File: config.mk
export PLATFORM = sky130hd
export DESIGN_NAME = regfile_wb_arbiter
export DESIGN_NICKNAME = d
export VERILOG_FILES = /design/src/rtl/regfile_wb_arbiter.sv
export SDC_FILE = /design/constraint.sdc
export NUM_CORES = 1
export LEC_CHECK = 0
export BUFFER_PORTS_ARGS = -buffer_cell sky130_fd_sc_hd__buf_2
export CORE_ASPECT_RATIO = 0.6
export CORE_MARGIN = 2
export CORE_UTILIZATION = 40
export DETAILED_ROUTE_END_ITERATION = 12
export HOLD_SLACK_MARGIN = 0.15
export PLACE_DENSITY = 0.65
export SLEW_MARGIN = 20
export SYNTH_ARGS = -nofsm -noshare
export SYNTH_HDL_FRONTEND = slang
export SYNTH_SLANG_ARGS = --single-unit
File: constraint.sdc
create_clock -name clk -period 2.66 [get_ports clk]
set_input_delay 0.399 -clock clk [delete_from_list [all_inputs] [get_ports clk]]
set_output_delay 0.399 -clock clk [all_outputs]
set_load 0.01 [all_outputs]
File: src/rtl/regfile_wb_arbiter.sv
// regfile_wb_arbiter: round-robin writeback arbiter for two requesters with a pending-register scoreboard
//   clk, rst_n                      : clock, asynchronous active-low reset
//   req0_*/req1_* valid,reg,data    : writeback requests (0 = ALU, 1 = load unit)
//   req0_ready/req1_ready           : combinational grant
//   alloc_valid/alloc_reg           : mark register as awaiting writeback
//   read_reg1/read_reg2, stall      : source hazard check against pending
//   write_enable/write_reg/write_data : registered register-file write port
//   pending                         : scoreboard bit per register
module regfile_wb_arbiter #(
  parameter int DATA_W = 32,
  parameter int ADDR_W = 5
) (
  input  logic                 clk,
  input  logic                 rst_n,
  input  logic                 req0_valid,
  input  logic [ADDR_W-1:0]    req0_reg,
  input  logic [DATA_W-1:0]    req0_data,
  output logic                 req0_ready,
  input  logic                 req1_valid,
  input  logic [ADDR_W-1:0]    req1_reg,
  input  logic [DATA_W-1:0]    req1_data,
  output logic                 req1_ready,
  input  logic                 alloc_valid,
  input  logic [ADDR_W-1:0]    alloc_reg,
  input  logic [ADDR_W-1:0]    read_reg1,
  input  logic [ADDR_W-1:0]    read_reg2,
  output logic                 stall,
  output logic                 write_enable,
  output logic [ADDR_W-1:0]    write_reg,
  output logic [DATA_W-1:0]    write_data,
  output logic [2**ADDR_W-1:0] pending
);
  localparam int NR = 2**ADDR_W;
  logic              prio1;
  logic              xfer;
  logic              wr_ok;
  logic [ADDR_W-1:0] wreg;
  logic [DATA_W-1:0] wdata;
  logic [NR-1:0]     pend_next;
  // prio1 set means req1 wins the next contention; grants are masked while in reset
  assign req0_ready = rst_n & req0_valid & (~req1_valid | ~prio1);
  assign req1_ready = rst_n & req1_valid & (~req0_valid | prio1);
  assign xfer  = req0_ready | req1_ready;
  assign wreg  = req1_ready ? req1_reg : req0_reg;
  assign wdata = req1_ready ? req1_data : req0_data;
  assign wr_ok = xfer && (wreg != '0);
  assign stall = pending[read_reg1] | pending[read_reg2];
  // clear before set so a same-edge alloc of the same register keeps it pending
  always_comb begin
    pend_next = pending;
    if (xfer) pend_next[wreg] = 1'b0;
    if (alloc_valid) pend_next[alloc_reg] = 1'b1;
    pend_next[0] = 1'b0;
  end
  always_ff @(posedge clk or negedge rst_n) begin
    if (!rst_n) begin
      prio1        <= 1'b0;
      pending      <= '0;
      write_enable <= 1'b0;
      write_reg    <= '0;
      write_data   <= '0;
    end else begin
      pending      <= pend_next;
      write_enable <= wr_ok;
      if (wr_ok) begin
        write_reg  <= wreg;
        write_data <= wdata;
      end
      if (xfer) prio1 <= req0_ready;
    end
  end
endmodule

Yosys cells after proc, flatten, opt, wreduce, memory -nomap -nowiden
Cells that the tools add are included.
{ "word_totals": {"register_bits": 70, "input_bits": 94, "out_inout_bits": 73} }
{ "classes": {"n_lt_le_gt_ge": 6, "muxes": 12, "bitwise_logic": 14, "n_reduce_logical": 4} }
{ "ops": {"columns": ["cell", "count"], "rows": [
  ["32-bit two-way mux", 3],
  ["32-bit bitwise AND", 1],
  ["32-bit inverter", 1],
  ["32-bit OR", 1],
  ["5-bit by 6-bit less-than comparator with 1-bit output, second input constant", 4],
  ["1-bit binary-select mux with 5-bit select", 2],
  ["1-bit demux with 5-bit select", 2],
  ["5-bit by 1-bit >= comparator with 1-bit output, second input constant", 2],
  ["5-bit two-way mux", 1],
  ["5-bit nonzero test", 1],
  ["1-bit bitwise AND", 4],
  ["1-bit two-way mux", 4],
  ["1-bit OR", 4],
  ["1-bit logical AND", 3],
  ["1-bit inverter", 3]
]} }

Longest topological paths before layout
{ "depth": {"depth_word": 13, "ltp_mapped": 8} }

Worst setup path before layout
Ideal clock, no wire load.
{ "synth_timing": {"kind": "input to output", "start": "input read_reg2[0]", "end": "output stall", "arrival_ps": 1837, "required_time_ps": 2261, "setup_slack_ps": 424, "cell_stages": 5, "path_cell_list": "clkbuf_1 -> mux4_2 -> mux2_2 -> a31oi_1 -> o211ai_1"} }
{ "synth_via": {"elab_chain_len": 3} }
{ "synth_lines": {"columns": ["item", "line", "source"], "rows": [
  ["start: declaration", "26", "input logic [ADDR_W-1:0] read_reg2,"],
  ["1-bit binary-select mux with 5-bit select", "47", "assign stall = pending[read_reg1] | pending[read_reg2];"],
  ["1-bit two-way mux (not written as such)", "47", null],
  ["1-bit OR", "47", null],
  ["end: declaration", "27", "output logic stall,"]
]} }
No other way between the ends. The select of a mux whose other input is x is not followed.

Worst setup path in the final report
{ "layout_timing": {"start": "register pending[28]", "end": "output stall"} }
{ "layout_via": {"elab_chain_len": 3, "word_cells_on_any_way": 5} }
{ "layout_lines": {"columns": ["item", "line", "source"], "rows": [
  ["start: declaration", "31", "output logic [2**ADDR_W-1:0] pending"],
  ["start signal: assignment", "63", "pending <= pend_next;"],
  ["1-bit binary-select mux with 5-bit select", "47", null],
  ["1-bit two-way mux (not written as such)", "47", null],
  ["1-bit OR *", "47", null]
]} }
Mark *: on every way between the ends. The rest lies on a longest branch, timed or not. The select of a mux whose other input is x is not followed.

==> flow_metrics.env <==
export IMPL_synthToLayoutAreaGrowth_pct=33.1
export IMPL_skew_ns=0.00628
export IMPL_die_area_um2=10900
export IMPL_cp_end_kind="primary output"
export IMPL_worstSetupPathType="register to primary output"
export IMPL_antenna_found_initial=0
export IMPL_rsz0062_at_grt="false"
export IMPL_fin_cells=699
export IMPL_dpl_cell_count=682
export IMPL_met3_usage=0.0716
export IMPL_grt_max_degree=51
export IMPL_hold_buffers=1
export IMPL_max_freq_mhz=410
export IMPL_synth_flop_cell="dfrtp_1"
export IMPL_gr_usage_met1=0.328
export IMPL_grt_pass1_vias=3306
export IMPL_drtIter0Drc=306
export IMPL_drv_slew=0
export IMPL_dpl_worst_slack_ns=0.144
export IMPL_cts_reportedPaths_clkPinSlew_ns=0.06
export IMPL_clock_latency_ns=0.34
export IMPL_grt_busiest_layer="met1"
export IMPL_num_io_pins=167
export IMPL_clk_path_buf_depth=2
export IMPL_relSlewSlack=0.348
export IMPL_setup_viol=0
export IMPL_wirelength_mm=12.5
export IMPL_slowest_stage="mux4_2"
export IMPL_crit_family="multiplexers"
export IMPL_portBuffers=165
export IMPL_via_per_inst=5.43
export IMPL_finalWorstSetupSlack_ns=0.222
export IMPL_grt_pass1_wl_mm=18.5
export IMPL_met2_usage=0.319
export IMPL_syn_inst=399
export IMPL_cts_made_buffers=9
export IMPL_cts_resized=0
export IMPL_htree_levels=3
export IMPL_irDropWorstVdd_mv=0.371
export IMPL_powerDensity_nw_per_um2=779
export IMPL_period_share=0.917
export IMPL_hold_ws_ns=0.219
export IMPL_synth_fp_nets=493
export IMPL_synth_seq_cells=70
export IMPL_async_flop_share=1.00
export IMPL_synth_area_leaders="dfrtp_1 44%, nand2_1 9.9%, mux4_2 7.3%"
export IMPL_yosysTopAreaCellShare=0.438
export IMPL_path_buf_inv=1
export IMPL_critPathLaunchType="register"
export IMPL_worstMarginPinSlew_ns=0.973
export IMPL_grtUsageTotal=0.224
export IMPL_die_h_um=81.5
export IMPL_cts_tree="done"
export IMPL_dr_pass1_iters=5
export IMPL_cap_violations=0
export IMPL_yosys_area_top_type="dfrtp_1"
export IMPL_grt_ovfl_total=0
export IMPL_cts_sinks=70
export IMPL_drive_gt1_frac=0.434
export IMPL_hpwl_mm=9.21
export IMPL_ys_types=41
export IMPL_initial_core_util=0.408
export IMPL_num_antenna_cells=0
export IMPL_leakage_nw=2.58
export IMPL_drc=0
export IMPL_cp_cell_sequence="mux4_2, mux2_2, a21oi_1, o211ai_1, buf_2"
export IMPL_crit_fanout=4
export IMPL_ant_nets=0
export IMPL_hp_class="input pin to asynchronous set/reset pin"
export IMPL_rows=28
export IMPL_vias=3794
export IMPL_regArea_um2=1750
export IMPL_multi_input_area_um2=2110
export IMPL_dieWidth_um=133
export IMPL_cp_required_ns=2.26
export IMPL_core_um2=9810
export IMPL_min_period_ns=2.44
export IMPL_largest_reg_flops=32
export IMPL_syn_area_per_cell_um2=10.0
export IMPL_yosysSeqAreaShare=0.438
export IMPL_synth_edf_count=0
export IMPL_nets=653
export IMPL_cts_root_buf="clkbuf_16"
export IMPL_postCtsSetupRepairBufs=0
export IMPL_final_setup_tns_ns=0
export IMPL_run_status="finished clean"
export IMPL_place_gp_congestion=0.922
export IMPL_hold_viol=0
export IMPL_netlist_area_um2=4000
export IMPL_wire_per_inst_um=17.9
export IMPL_critical_path_max_stage_delay_ns=0.51
export IMPL_final_fill_count=924
export IMPL_crit_arrival_ns=2.04
export IMPL_synth_warnings=0
[routing by layer]
layer	vias to the layer above	share of wire
met5	-	0
met2	186	0.43
met3	20	0.10
met1	1836	0.45
li1	1752	-
met4	0	0.016
[cell type report]
type / instances / area share
well taps: 135 / 0.0317
inverters: 8 / 0.00564
clock buffers: 10 / 0.0449
multi-input cells: 298 / 0.396
flip-flops and latches: 70 / 0.329
clock inverters: 6 / 0.0249
repair buffers: 172 / 0.168
[where the power goes]
| part | internal [mW] | leakage, nW | switching, mW |
|---|---|---|---|
| Sequential | 1.30 | 0.836 | 0.231 |
| Clock | 1.03 | 0.179 | 0.447 |
| Combinational | 0.563 | 1.57 | 0.577 |
| Total | 2.90 | 2.58 | 1.26 |
[placed cells by master, fill, tap and decap left out, types with 2 or more instances in the layout]
cell,synthesis,final
a21o_1,2,2
a21oi_1,9,9
a31oi_1,4,4
buf_2,1,164
buf_4,2,6
bufinv_16,0,4
clkbuf_16,0,9
dfrtp_1,70,70
inv_1,8,8
mux2_2,22,22
mux2_4,16,16
mux2i_1,8,7
mux4_2,13,13
nand2_1,106,106
nand2b_1,4,4
nand3_1,3,3
nand3b_1,6,6
nor2_1,5,5
nor4b_1,4,4
o211ai_1,6,6
o21ai_0,35,35
o21ai_1,2,2
o22ai_1,3,3
o31ai_1,31,31
or3b_2,3,3
[cell families (layout without fill, tap and decap cells)]
group | count (synthesis) | after routing | share of synthesized area
compound gates | 96 | 96 | 0.151
simple gates | 142 | 142 | 0.159
buf+inv | 31 | 196 | 0.0369
mux | 59 | 59 | 0.215
other cells | 1 | 1 | 0.000937
flops | 70 | 70 | 0.438
[metrics by stage]
stage	util	cell area (um^2)	power, mW
6_report	0.543	5330	4.15
3_3_place_gp	0.504	4940	2.63
3_5_place_dp	0.504	4940	2.67
4_1_cts	0.543	5320	4.16
5_1_grt	0.543	5330	4.34
2_1_floorplan	-	4000	2.13
[worst register-to-register path, cell delays in order (launching register included)]
cell and delay [ns]:
dfrtp_1 0.39, nand2b_1 0.18, nand2_1 0.12, inv_1 0.14, mux2_2 0.50, o31a_2 0.42
buf_12 0.20, mux2_4 0.34
[final timing paths]
| check | from | end | slack, ns | depth (start not counted) |
|---|---|---|---|---|
| max in group asynchronous | rst_n | write_data[6] | 1.81 | 3 |
| setup / recovery | pending[28] | stall | 0.22 | 5 |
| hold reg to reg | write_data[14] | write_data[14] | 0.50 | 1 |
| hold / removal | rst_n | write_data[4] | 0.22 | 2 |
| min in group clk | req1_data[8] | write_data[8] | 0.38 | 4 |
| setup reg to reg | prio1 | write_data[17] | 0.27 | 7 |
[cell usage after synthesis (3+ instances only)]
cell      number
o21ai_0       35
dfrtp_1       70
a21oi_1        9
o22ai_1        3
mux2_4        16
nand3b_1       6
buf_1          3
or3b_2         3
buf_6          3
nand3_1        3
nor4b_1        4
mux4_2        13
a31oi_1        4
mux2_2        22
mux2i_1        8
nand2b_1       4
o211ai_1       6
o31ai_1       31
clkbuf_1      14
nor2_1         5
nand2_1      106
inv_1          8
Note: power is estimated with default switching activity, not from simulation.
